==> config.mk <==
export PLATFORM = sky130hd
export DESIGN_NAME = alu_arbiter
export DESIGN_NICKNAME = d
export VERILOG_FILES = /design/src/rtl/alu_arbiter.sv
export SDC_FILE = /design/constraint.sdc
export NUM_CORES = 1
export LEC_CHECK = 0
export CORE_MARGIN = 2
export CORE_UTILIZATION = 29
export CTS_CLUSTER_SIZE = 8
export DETAILED_ROUTE_END_ITERATION = 12
export HOLD_SLACK_MARGIN = 0.12
export MAX_ROUTING_LAYER = met4
export SYNTH_ARGS = -nofsm -noshare
export SYNTH_HDL_FRONTEND = slang
export SYNTH_SLANG_ARGS = --single-unit
==> constraint.sdc <==
create_clock -name CLK -period 12.2 [get_ports CLK]
set_clock_uncertainty 0.2 [all_clocks]
set_input_delay 2.44 -clock CLK [delete_from_list [all_inputs] [get_ports CLK]]
set_output_delay 2.44 -clock CLK [all_outputs]
set_load 0.05 [all_outputs]
==> src/rtl/alu_arbiter.sv <==
// Round-robin arbiter that shares one combinational ALU between two requesters.
// Operands are registered into the ALU. The result is captured after a settle time and returned with a DONE pulse.
module alu_arbiter #(
  parameter int DATA_WIDTH = 32,
  parameter int OPRN_WIDTH = 6,
  parameter int MUL_LAT    = 4
) (
  input  logic                  CLK,
  input  logic                  RST,
  input  logic                  REQ0,
  input  logic [DATA_WIDTH-1:0] OP1_0,
  input  logic [DATA_WIDTH-1:0] OP2_0,
  input  logic [OPRN_WIDTH-1:0] OPRN_0,
  input  logic                  REQ1,
  input  logic [DATA_WIDTH-1:0] OP1_1,
  input  logic [DATA_WIDTH-1:0] OP2_1,
  input  logic [OPRN_WIDTH-1:0] OPRN_1,
  output logic                  GNT0,
  output logic                  GNT1,
  output logic                  DONE0,
  output logic                  DONE1,
  output logic [DATA_WIDTH-1:0] RES,
  output logic                  RES_ZERO,
  output logic                  ERR,
  output logic                  BUSY,
  output logic [DATA_WIDTH-1:0] ALU_OP1,
  output logic [DATA_WIDTH-1:0] ALU_OP2,
  output logic [OPRN_WIDTH-1:0] ALU_OPRN,
  input  logic [DATA_WIDTH-1:0] ALU_OUT,
  input  logic                  ALU_ZERO
);

  // state | meaning
  // IDLE  | waiting for a request, arbitrates on every edge
  // EXEC  | operands held on the ALU, counting down the settle time
  // DONE  | DONEx pulse cycle, result and error flag valid
  localparam logic [1:0] ST_IDLE = 2'd0;
  localparam logic [1:0] ST_EXEC = 2'd1;
  localparam logic [1:0] ST_DONE = 2'd2;

  localparam int CNT_W = (MUL_LAT > 1) ? $clog2(MUL_LAT) : 1;

  localparam logic [OPRN_WIDTH-1:0] OP_ADD = OPRN_WIDTH'(6'h20);
  localparam logic [OPRN_WIDTH-1:0] OP_SUB = OPRN_WIDTH'(6'h22);
  localparam logic [OPRN_WIDTH-1:0] OP_MUL = OPRN_WIDTH'(6'h2c);
  localparam logic [OPRN_WIDTH-1:0] OP_SRL = OPRN_WIDTH'(6'h02);
  localparam logic [OPRN_WIDTH-1:0] OP_SLL = OPRN_WIDTH'(6'h01);
  localparam logic [OPRN_WIDTH-1:0] OP_AND = OPRN_WIDTH'(6'h24);
  localparam logic [OPRN_WIDTH-1:0] OP_OR  = OPRN_WIDTH'(6'h25);
  localparam logic [OPRN_WIDTH-1:0] OP_NOR = OPRN_WIDTH'(6'h27);
  localparam logic [OPRN_WIDTH-1:0] OP_SLT = OPRN_WIDTH'(6'h2a);

  logic [1:0]            state_q, state_d;
  logic                  last_q, last_d;
  logic                  port_q, port_d;
  logic [CNT_W-1:0]      cnt_q, cnt_d;
  logic                  gnt0_q, gnt0_d, gnt1_q, gnt1_d;
  logic                  done0_q, done0_d, done1_q, done1_d;
  logic                  err_q, err_d;
  logic [DATA_WIDTH-1:0] res_q, res_d;
  logic                  res_zero_q, res_zero_d;
  logic [DATA_WIDTH-1:0] alu_op1_q, alu_op1_d, alu_op2_q, alu_op2_d;
  logic [OPRN_WIDTH-1:0] alu_oprn_q, alu_oprn_d;

  logic                  sel;
  logic [DATA_WIDTH-1:0] sel_op1, sel_op2;
  logic [OPRN_WIDTH-1:0] sel_oprn;
  logic                  sel_valid;

  // On a tie the port that was not served last wins.
  always_comb begin
    sel      = (REQ0 && REQ1) ? ~last_q : REQ1;
    sel_op1  = sel ? OP1_1  : OP1_0;
    sel_op2  = sel ? OP2_1  : OP2_0;
    sel_oprn = sel ? OPRN_1 : OPRN_0;
    case (sel_oprn)
      OP_ADD, OP_SUB, OP_MUL, OP_SRL, OP_SLL,
      OP_AND, OP_OR, OP_NOR, OP_SLT: sel_valid = 1'b1;
      default:                       sel_valid = 1'b0;
    endcase
  end

  always_comb begin
    state_d    = state_q;
    last_d     = last_q;
    port_d     = port_q;
    cnt_d      = cnt_q;
    gnt0_d     = 1'b0;
    gnt1_d     = 1'b0;
    done0_d    = 1'b0;
    done1_d    = 1'b0;
    err_d      = 1'b0;
    res_d      = res_q;
    res_zero_d = res_zero_q;
    alu_op1_d  = alu_op1_q;
    alu_op2_d  = alu_op2_q;
    alu_oprn_d = alu_oprn_q;
    case (state_q)
      ST_IDLE: begin
        if (REQ0 || REQ1) begin
          last_d = sel;
          port_d = sel;
          gnt0_d = ~sel;
          gnt1_d = sel;
          if (sel_valid) begin
            alu_op1_d  = sel_op1;
            alu_op2_d  = sel_op2;
            alu_oprn_d = sel_oprn;
            cnt_d      = (sel_oprn == OP_MUL) ? CNT_W'(MUL_LAT - 1) : '0;
            state_d    = ST_EXEC;
          end else begin
            // Rejected opcodes skip EXEC, so GNT and DONE land in the same cycle.
            err_d   = 1'b1;
            res_d   = '0;
            done0_d = ~sel;
            done1_d = sel;
            state_d = ST_DONE;
          end
        end
      end
      ST_EXEC: begin
        if (cnt_q != '0) begin
          cnt_d = cnt_q - CNT_W'(1);
        end else begin
          res_d      = ALU_OUT;
          res_zero_d = ALU_ZERO;
          done0_d    = ~port_q;
          done1_d    = port_q;
          state_d    = ST_DONE;
        end
      end
      ST_DONE: state_d = ST_IDLE;
      default: state_d = ST_IDLE;
    endcase
  end

  always_ff @(posedge CLK or posedge RST) begin
    if (RST) begin
      state_q    <= ST_IDLE;
      last_q     <= 1'b1;
      port_q     <= 1'b0;
      cnt_q      <= '0;
      gnt0_q     <= 1'b0;
      gnt1_q     <= 1'b0;
      done0_q    <= 1'b0;
      done1_q    <= 1'b0;
      err_q      <= 1'b0;
      res_q      <= '0;
      res_zero_q <= 1'b0;
      alu_op1_q  <= '0;
      alu_op2_q  <= '0;
      alu_oprn_q <= OP_ADD;
    end else begin
      state_q    <= state_d;
      last_q     <= last_d;
      port_q     <= port_d;
      cnt_q      <= cnt_d;
      gnt0_q     <= gnt0_d;
      gnt1_q     <= gnt1_d;
      done0_q    <= done0_d;
      done1_q    <= done1_d;
      err_q      <= err_d;
      res_q      <= res_d;
      res_zero_q <= res_zero_d;
      alu_op1_q  <= alu_op1_d;
      alu_op2_q  <= alu_op2_d;
      alu_oprn_q <= alu_oprn_d;
    end
  end

  assign GNT0     = gnt0_q;
  assign GNT1     = gnt1_q;
  assign DONE0    = done0_q;
  assign DONE1    = done1_q;
  assign ERR      = err_q;
  assign RES      = res_q;
  assign RES_ZERO = res_zero_q;
  assign BUSY     = (state_q != ST_IDLE);
  assign ALU_OP1  = alu_op1_q;
  assign ALU_OP2  = alu_op2_q;
  assign ALU_OPRN = alu_oprn_q;

endmodule

# Word level (Yosys, flattened, before mapping)
# Index checks and enable logic that the tools add are counted.
op_classes:
  n_addsub: 1
  eq_ne: 15
  mux: 33
  bitwise: 4
  n_reduce_logical: 13
ops:
  columns: ["cell", "n"]
  rows:
  - ["32-bit two-way mux", 5]
  - ["32-bit case mux with 2 select lines", 1]
  - ["6-bit == test (second input constant)", 7]
  - ["1-bit two-way mux", 15]
  - ["2-bit two-way mux", 7]
  - ["2-bit != test (second input constant)", 5]
  - ["9-bit OR reduction", 1]
  - ["2-bit case mux with 2 select lines", 2]
  - ["4-bit AND reduction", 2]
  - ["6-bit by 1-bit == test with 1-bit output (second input constant)", 1]
  - ["6-bit by 2-bit == test with 1-bit output (second input constant)", 1]
  - ["6-bit two-way mux", 1]
  - ["2-bit AND reduction", 3]
  - ["2-bit nonzero test", 3]
  - ["1-bit NOT", 4]
  - ["1-bit case mux with 2 select lines", 2]
  - ["3-bit AND reduction", 1]
  - ["2-bit by 1-bit == test with 1-bit output (second input constant)", 1]
  - ["2-bit logical NOT", 1]
  - ["2-bit by 1-bit subtractor with 2-bit output (second input constant)", 1]
  - ["1-bit logical AND", 1]
  - ["1-bit logical OR", 1]
word_totals:
  register_bits: 114
  input_bits: 177
  output_inout_bits: 109
  elab_cells: 80

# Longest topological paths before layout
# Gate-level depths: netlist of run 1.
logic_depth:
  depth_word: 9
  depth_mapped: 9
  mapped_depth_nobuf: 6

# Worst setup path after synthesis of run 1
# No wires, ideal clock.
synth_path:
  path_kind: "input -> register"
  start: "in OPRN_1[1]"
  end: "reg alu_op1_q[0] (netlist: ALU_OP1[0])"
  setup_time_ps: 125
  arrival_time_ps: 4062
  t_required_ps: 11875
  path_slack_ps: 7813
  cell_stages: 8
  path_buffers: 2
  cell_sequence: "or3_1 -> a21oi_1 -> o221ai_2 -> nor3_4 -> and2b_4 -> buf_12 -> buf_12 -> mux2_4"
synth_via:
  elab_chain_cells: 5
synth_lines:
  columns: ["element", "line", "text"]
  rows:
  - ["from (decl)", "17", "input logic [OPRN_WIDTH-1:0] OPRN_1,"]
  - ["6-bit two-way mux (*)", "75", "sel_oprn = sel ? OPRN_1 : OPRN_0;"]
  - ["6-bit == test (tied with other cells)", "76", "case (sel_oprn)"]
  - ["9-bit OR reduction (*)", "76", null]
  - ["1-bit two-way mux (*)", "76", null]
  - ["3-bit AND reduction (no line) (*)", null, null]
  - ["to (signal assigned)", "165", "alu_op1_q <= alu_op1_d;"]
  - ["to (decl)", "62", "logic [DATA_WIDTH-1:0] alu_op1_q, alu_op1_d, alu_op2_q, alu_op2_d;"]
# Every way passes the cells marked *; elsewhere a longest branch is shown, timed or not.
# A chain may end at the register's enable or synchronous reset.

# Worst setup path in the final report of run 1
layout_path:
  start: "in REQ0"
  end: "reg alu_op2_q[5] (netlist: ALU_OP2[5])"
layout_via:
  elab_chain_cells: 7
layout_lines:
  columns: ["element", "line", "text"]
  rows:
  - ["from (decl)", "10", "input logic REQ0,"]
  - ["1-bit logical AND", "72", "sel = (REQ0 && REQ1) ? ~last_q : REQ1;"]
  - ["1-bit two-way mux", "72", null]
  - ["6-bit two-way mux", "75", null]
  - ["6-bit == test (tied with other cells)", "76", null]
  - ["9-bit OR reduction", "76", null]
  - ["1-bit two-way mux", "76", null]
  - ["3-bit AND reduction (no line)", null, null]
  - ["to (signal assigned)", "166", "alu_op2_q <= alu_op2_d;"]
  - ["to (decl)", "62", null]
# Parallel ways exist; a longest one is shown, timed or not.

==> metrics, run 1 <==
total grt overflow=0; CP arrival=about 6.2 ns; Power Density=between 200 and 300 mW/mm²; worst reg-to-reg path cell count=8; cts bufs inserted=17; Ys Warns=0; status=finished clean; Final Wtd Congestion=around 0.73; port bufs=approximately 290; most common cell in the synthesized netlist=nand2_1; main flop type after synthesis=dfrtp_1; final hold violation count=0; num rows=51; average wire per standard cell=about 15 µm; CTS Sinks=between 100 and 150; die area=about 0.021 mm²; kind of critical path=in2reg; Max-cap violations=0; Hold Path Class=reg2reg; count of cells resized by post-cts repair=0; CP Cell Sequence=clkdlybuf4s50_1 > a21bo_2 > buf_4 > mux2i_1 > o221ai_2 > nor3_4 > and2b_4 > buf_4 > mux2_4; HP Start=RES_ZERO; core area=just under 0.02 mm²; post-synthesis async set-or-reset flop share=100%; Syn Std Cell Area=0.00572 mm²; post-route setup TNS=0 ns; critical path's slowest cell=buf_4; final worst path period share=between 50 and 60%; crit path max fanout=73; final setup vio count=0; Remaining DRCs=0; vias in the first global route=about 4800; Hold Path Stages=2; Crit. path cell count=9; CP dominant cell by count=buf_4; Largest stage delay, worst path=around 0.75 ns; WL final=17100 µm; Die Wd=between 100 and 150 µm; ANT cells=0; Slew HR=between 40% and 50%; EDFF count, synth=0; ANT nets after route=0; CP startpoint=REQ0; setup bufs post-CTS=0; RSZ-0062 raised after global routing=false; starting density of the core=about 30%; P&R area growth vs syn=62.4%; HPWL Detailed=~12000 µm; Chip Height=about 140 µm; NumNets Final=~1000; final setup margin=a little over 6 ns; vias per std cell=approximately 4.3; H-tree depth=4; crit path capture type=flip-flop; Post-Syn Instances=579; worst reg2reg path startpoint=last_q; hold-fix buffers at CTS=0; clock tree buffer depth=2; most frequent cells after synthesis=278 x nand2_1, 112 x dfrtp_1, 68 x mux2_4; CP startpoint kind=input pin; Worst-Margin Slew=0.872 ns; largest net degree at the start of global routing=75; share of cells above drive strength 1=between 10% and 20%; Cells after DPL=1102; WP buf/inv=3; clk root buf=clkbuf_16; Seq cells post-synth=around 110; drt pass-1 iters=4; fin crit period=6.14 ns; Syn Area/Cell=between 9 and 10 µm²; Seq/Total Area, Yosys=about 50%; Clk Latency, worst-skew pair=around 0.4 ns; Max Slew Vio Count=0; Final Non-Filler Cells=roughly 1100; Fillers=1882; WP data required=between 10 and 15 ns; VDD IR max=between 0.1 and 0.15 mV; Yosys top cell area share=49.0%; Clock Pin Slew Worst Setup and Hold Paths=0.05 ns; CP top delay family=buffers and inverters; pre-CTS setup slack=5.55 ns; leakage=4.19 nW; routed vias=between 4000 and 5000; global-route total usage across every layer=16.5%; first-pass GRT wire length=around 25000 µm; dominant cell type by area after synthesis=dfrtp_1; antenna violations before repair=0; Fmax=between 0.15 and 0.2 GHz; count of cell types in the netlist=36; Initial DRC Count=~160; largest cells by area after synthesis=dfrtp_1 49%, nand2_1 18%, mux2_4 18%; CTS tree=built; io pins=between 200 and 300; Syn Nets=approximately 760
where the power goes:
| part | leakage, nW | internal, mW | switching (mW) | total, mW |
|---|---|---|---|---|
| Sequential | 1.44 | 0.539 | 0.0859 | 0.624 |
| Combinational | 2.47 | 0.524 | 0.818 | 1.34 |
| Clock | 0.279 | 0.305 | 0.180 | 0.486 |
| Total | 4.19 | 1.37 | 1.08 | 2.45 |
routing by layer:
| layer | routed length, µm | global-route usage, % | share of wire [%] |
|---|---|---|---|
| met1 | 7230 | 19.8 | 42 |
| met2 | 7860 | 25.5 | 46 |
| met3 | 1870 | 6.69 | 11 |
| met4 | 161 | 4.65 | 0.94 |
| met5 | 0 | - | 0 |
flip-flops by register name, summed over array words and instances (netlist names):
| name | count |
|---|---|
| RES | 32 |
| DONE0 | 1 |
| ALU_OP2 | 32 |
| ERR | 1 |
| port_q | 1 |
| GNT0 | 1 |
| last_q | 1 |
| ALU_OP1 | 32 |
| GNT1 | 1 |
| ALU_OPRN | 6 |
| DONE1 | 1 |
| RES_ZERO | 1 |
| state_q | 2 |
| cnt_q | 2 |
logic make-up after synthesis:
family	count (synthesis)	synth area share [%]
compound gates	55	5.99
buf+inv	40	4.96
fa+ha+maj	1	0.219
mux	70	18.2
simple gates	299	20.7
flops	114	49.9
worst min-delay path, cell delays in order (launching register included):
cell and delay, ns:
dfrtp_1 0.34, nand2_1 0.05, nand2_1 0.06
area by class of cell:
class,count,area [µm²],area share (%)
clock buffer,19,443,4.77
clock inverter,13,138,1.48
inverter,6,25.0,0.269
multi-input combinational,425,2600,27.9
sequential,114,2860,30.7
tap,265,332,3.57
timing repair buffer,292,2910,31.3
worst paths after layout:
| path | to | slack (ns) |
|---|---|---|
| max | ALU_OP2[5] | 6.06 |
| min | RES_ZERO | 0.29 |
| max reg2reg | ALU_OP2[5] | 8.11 |
| min reg2reg | RES_ZERO | 0.29 |
| max in group asynchronous | ALU_OPRN[0] | 8.23 |
| min in group asynchronous | ALU_OP2[5] | 2.27 |
layout by cell type, fill, tap and decap left out, types with 3 or more instances in the layout:
| master | instances |
|---|---|
| clkbuf_16 | 17 |
| dfrtp_1 | 112 |
| clkinv_4 | 4 |
| clkdlybuf4s50_1 | 285 |
| nand2_1 | 278 |
| nor2_1 | 4 |
| mux2_4 | 68 |
| buf_4 | 7 |
| clkinvlp_4 | 3 |
| nand2b_1 | 3 |
| a21oi_1 | 34 |
| o21ai_0 | 4 |
| clkinv_2 | 4 |
| a21o_1 | 4 |
| inv_1 | 5 |
metrics by stage:
stage / hold WS, ns / utilization (%) / cell area, µm² / total power, mW
floorplan: 0.253 / - / 5720 / 1.53
global placement: 0.261 / 44.9 / 8710 / 1.98
detailed placement: 0.274 / 44.9 / 8710 / 1.98
CTS: 0.291 / 47.9 / 9290 / 2.48
global route: 0.303 / 47.9 / 9290 / 2.57
finish: 0.286 / 47.9 / 9290 / 2.45
No activity file was read; power rests on OpenSTA's default activity.
==> inputs of run 2 (changes only) <==
==> constraint.sdc (replaced) <==
create_clock -name CLK -period 5.3 [get_ports CLK]
set_clock_uncertainty 0.2 [all_clocks]
set_input_delay 1.06 -clock CLK [delete_from_list [all_inputs] [get_ports CLK]]
set_output_delay 1.06 -clock CLK [all_outputs]
set_load 0.05 [all_outputs]
==> run 2 against run 1 <==
Net effect:
- global-route usage up 0.35 points
- sequential share of layout area down 0.11 points
- worst hold slack worse by 0.0056 ns
- clock-buffer cell count up 3
- flip-flop and latch count unchanged
- first-iteration DRC count down 16%
- sequential power up 130%
- non-clock buffer count up 2
- register-to-register slack worse by 5.9 ns
- critical path depth down 1
- highest routed layer unchanged
==> metrics, run 2 (synthesis results as in run 1) <==
status=finished clean; WL final=17300 µm (+1.3%); fin crit period=approximately 3.7 ns; CTS Sinks=114 (unchanged); post-placement cell area=0.00875 mm² (+0.46%); kind of critical path=in2reg; total grt overflow=0 (unchanged); Chip Height=144 µm (unchanged); final hold violation count=0 (unchanged); Max-cap violations=0 (unchanged); combinational share of power=54.6% (about the same); die area=0.0209 mm² (unchanged); most common cell after layout, fill and taps aside=clkdlybuf4s50_1; NumNets Final=1036 (+0.19%); Clock Power Share=19.8% (about the same); setup bufs post-CTS=0 (unchanged); worst reg2reg path startpoint=last_q; Final Wtd Congestion=0.783 (+7.9%); Worst R2R Setup Slack=2.23 ns (-5.88 ns); sequential power share=25.5% (about the same); Initial DRC Count=138 (-16%); core area=0.0194 mm² (unchanged); worst reg-to-reg path cell count=7 (-1); post-route setup TNS=0 ns (unchanged); drt pass-1 iters=4 (unchanged); Clk Latency, worst-skew pair=0.41 ns (about the same); first-pass GRT wire length=25900 µm (+2.1%); Worst-Margin Slew=0.763 ns (-0.109 ns); port bufs=285 (unchanged); routed vias=4915 (+0.31%); CTS tree=built; Power Density=606 mW/mm² (+130%); P&R area growth vs syn=63.0%; H-tree depth=4 (unchanged); RSZ-0062 raised after global routing=false; ANT cells=0 (unchanged); io pins=286 (unchanged); HPWL Detailed=12200 µm (+2.7%); Max Slew Vio Count=0 (unchanged); vias per std cell=4.33 (+0.13%); Hold Path Stages=2 (unchanged); CP arrival=3.83 ns (-2.40 ns); clock tree buffer depth=2 (unchanged); Switch Pwr=2.48 mW (+130%); clk root buf=clkbuf_16; crit path capture type=flip-flop; WP data required=5.39 ns (-6.90 ns); crit path max fanout=71 (-2.7%); hold-critical path endpoint=RES_ZERO; num rows=51 (unchanged); vias in the first global route=4822 (+1.3%); CP startpoint kind=input pin; global-route total usage across every layer=16.8% (+0.35 points); Internal=3.17 mW (+130%); Clock Pin Slew Worst Setup and Hold Paths=0.06 ns (about the same); most frequent cells in the layout=285 x clkdlybuf4s50_1, 278 x nand2_1, 112 x dfrtp_1, 68 x mux2_4, 34 x a21oi_1; hold-fix buffers at CTS=0 (unchanged); HP Start=RES_ZERO; Slew HR=49.1% (+7.3 points); sw frac=43.9% (-0.29 points); Hold Path Class=reg2reg; Fmax=0.267 GHz; Remaining DRCs=0 (unchanged); antenna violations before repair=0 (unchanged); VDD IR max=0.256 mV (+88%); starting density of the core=29.5% (unchanged); average wire per standard cell=15.3 µm (+1.2%); leakage=4.21 nW (+0.43%); Design Area, Final=0.00933 mm² (+0.35%); R2R Path End=ALU_OP2[10]; ANT nets after route=0 (unchanged); cts bufs inserted=17 (unchanged); largest net degree at the start of global routing=72 (-4.0%); final worst path period share=between 70 and 80%; count of cells resized by post-cts repair=0 (unchanged); final setup vio count=0 (unchanged); share of cells above drive strength 1=13.5% (-0.031 points); Die Wd=144 µm (unchanged)
[run 2: worst max path at each step]
stage | start | end | slack [ns]
floorplan | RST | ALU_OP1[0] | 1.03
global placement | REQ0 | ALU_OP1[19] | 1.18
detailed placement | REQ0 | ALU_OP1[30] | 1.14
CTS | REQ0 | ALU_OP2[13] | 1.57
global route | REQ0 | ALU_OP2[7] | 1.46
finish | REQ0 | ALU_OP2[10] | 1.55
[run 2: power groups by stage]
stage,registers [mW],clock network (mW),logic (mW)
floorplan,2.64,0,0.882
global placement,1.46,0,3.09
detailed placement,1.45,0,3.11
CTS,1.45,1.15,3.12
global route,1.49,1.20,3.24
finish,1.44,1.12,3.09
[run 2: area by class of cell]
class,instances,area [µm²]
clock buffers,22,464
clock inverters,10,109
fillers,1843,10100
inverters,6,25.0
multi-input cells,425,2600
flip-flops and latches,114,2860
well taps,265,332
repair buffers,294,2950
[run 2: metal layers]
layer / global-route usage [%] / wire length (µm)
met1: 20.6 / 7520
met2: 25.4 / 7820
met3: 7.58 / 1900
met4: 4.19 / 108
met5: - / 0
[run 2: critical path, stage by stage]
cell	delay, ns
clkdlybuf4s50_1	0.55
a21bo_2	0.47
mux2i_1	0.27
o221ai_2	0.13
nor3_4	0.25
and2b_4	0.21
buf_12	0.36
mux2_4	0.35
[run 2: stage by stage]
stage	std cells	hold WS (ns)	total power, mW	utilization (%)	worst slack [ns]
after CTS	1136	0.294	5.72	48.1	1.57
final	1136	0.281	5.65	48.1	1.55
after floorplan	579	0.253	3.52	-	1.03
after detailed placement	1104	0.281	4.57	45.1	1.14
after global routing	1136	0.304	5.92	48.1	1.46
after global placement	1104	0.259	4.55	45.1	1.18
==> inputs of run 3 (changes only) <==
==> constraint.sdc (replaced) <==
create_clock -name CLK -period 3.2 [get_ports CLK]
set_clock_uncertainty 0.2 [all_clocks]
set_input_delay 0.64 -clock CLK [delete_from_list [all_inputs] [get_ports CLK]]
set_output_delay 0.64 -clock CLK [all_outputs]
set_load 0.05 [all_outputs]
==> run 3 against run 2 <==
Net effect:
- sequential power is 66% higher
- critical path type unchanged
- non-clock buffer count is 13 higher
- register-to-register slack got worse by 1.5 ns
- largest power group unchanged
- die area did not move
- flip-flop and latch count did not move
- setup slack got worse by 1.1 ns
- via count increased by 2.6%
- first-iteration DRC count is 36% higher
- clock-buffer cell count fell by 1
- routed wire length grew 1.2%
- cell area rose by 0.74%
- power rose by 63%
==> metrics, run 3 (synthesis results as in run 1) <==
Fmax=roughly 0.37 GHz; first-pass GRT wire length=26600 µm (+2.7%); post-placement cell area=0.00888 mm² (+1.4%); WL final=17500 µm (+1.2%); most common cell after layout, fill and taps aside=clkdlybuf4s50_1; Max Slew Vio Count=0 (unchanged); vias per std cell=4.38 (+1.3%); count of cells resized by post-cts repair=0 (unchanged); Power Density=981 mW/mm² (+62%); Cells after DPL=1117 (+1.2%); starting density of the core=29.5% (unchanged); Final Non-Filler Cells=1150 (+1.2%); Hold Path Class=reg2reg; die area=0.0209 mm² (unchanged); NumNets Final=1049 (+1.3%); io pins=286 (unchanged); RSZ-0062 raised after global routing=false; Final Wtd Congestion=0.763 (-2.5%); CP startpoint kind=input pin; share of cells above drive strength 1=14.8% (+1.3 points); VDD IR max=0.498 mV (+94%); kind of critical path=in2reg; Design Area, Final=0.00940 mm² (+0.74%); drt pass-1 iters=4 (unchanged); total grt overflow=0 (unchanged); Fillers=1853 (+0.54%); H-tree depth=4 (unchanged); vias in the first global route=4895 (+1.5%); CTS Sinks=114 (unchanged); HPWL Detailed=12600 µm (+3.1%); Initial DRC Count=187 (+36%); crit path max fanout=34 (-52%); antenna violations before repair=1 (+1); P&R area growth vs syn=64.2%; register area=0.00286 mm² (unchanged); fin crit period=roughly 2.7 ns; cts bufs inserted=17 (unchanged); average wire per standard cell=15.3 µm (about the same); Slew HR=55.4% (+6.2 points); CTS tree=built; hold-fix buffers at CTS=0 (unchanged); CP arrival=2.79 ns (-1.04 ns); global-route total usage across every layer=17.2% (+0.38 points); most frequent cells in the layout=285 x clkdlybuf4s50_1, 278 x nand2_1, 112 x dfrtp_1, 68 x mux2_4, 34 x a21oi_1; clock tree buffer depth=2 (unchanged); crit path capture type=flip-flop; final setup vio count=0 (unchanged); post-route setup TNS=0 ns (unchanged); num rows=51 (unchanged); Chip Height=144 µm (unchanged); WP data required=3.28 ns (-2.11 ns); clk root buf=clkbuf_16; final hold violation count=0 (unchanged); Max-cap violations=0 (unchanged); largest net degree at the start of global routing=115 (+60%); leakage=4.24 nW (+0.83%); Clk Latency, worst-skew pair=0.40 ns (about the same); routed vias=5041 (+2.6%); Overall Power=9.21 mW (+63%); setup bufs post-CTS=0 (unchanged); final worst path period share=between 80 and 90%; Die Wd=144 µm (unchanged); area of the multi-input gates=0.00260 mm² (unchanged); Clock Pin Slew Worst Setup and Hold Paths=0.05 ns (about the same); ANT nets after route=0 (unchanged); Remaining DRCs=0 (unchanged); Worst-Margin Slew=0.669 ns (-0.0934 ns); port bufs=285 (unchanged); core area=0.0194 mm² (unchanged); status=finished clean
[run 3: path summary, 6_finish.rpt]
check                          start          end  slack [ns]  depth (start not counted)
setup / recovery           OPRN_1[1]  ALU_OP2[29]        0.49                          8
hold / removal              RES_ZERO     RES_ZERO        0.29                          2
setup reg to reg              last_q  ALU_OP2[29]        0.76                          7
hold reg to reg             RES_ZERO     RES_ZERO        0.29                          2
max in group asynchronous        RST   ALU_OP2[2]        1.72                          3
min in group asynchronous        RST       RES[9]        0.52                          3
[run 3: metal layers]
layer	track usage, %	share of wire, %	wire [µm]
met5	-	0	0
met4	5.01	1.2	211
met3	6.95	11	1890
met2	26.0	44	7790
met1	21.3	44	7660
[run 3: layout make-up]
| type | count | share of cell area, % |
|---|---|---|
| repair buffers | 307 | 32.7 |
| multi-input cells | 425 | 27.6 |
| clock buffers | 21 | 4.79 |
| inverters | 6 | 0.280 |
| diodes | 1 | 0.0266 |
| well taps | 265 | 3.53 |
| clock inverters | 11 | 0.693 |
| flip-flops and latches | 114 | 30.4 |
[run 3: per-stage QoR]
stage / util, % / setup WS [ns] / hold WS, ns
global placement: 45.8 / 0.117 / 0.274
detailed placement: 45.8 / 0.0768 / 0.274
global route: 48.4 / 0.395 / 0.320
finish: 48.4 / 0.489 / 0.289
CTS: 48.4 / 0.496 / 0.296
floorplan: - / 0.613 / 0.253
[run 3: worst max-delay path: stages]
cell and delay (ns):
clkdlybuf4s50_1 0.41, or3_1 0.39, a21oi_1 0.21, o221ai_2 0.15, nor3_4 0.16, and2b_4 0.22
buf_12 0.26, mux2_4 0.33
[run 3: power by group]
part           internal (mW)  total (mW)  switching [mW]  leakage, nW
Sequential              2.05        2.39           0.334         1.44
Clock                  0.996        1.65           0.652        0.248
Combinational           2.05        5.18            3.12         2.55
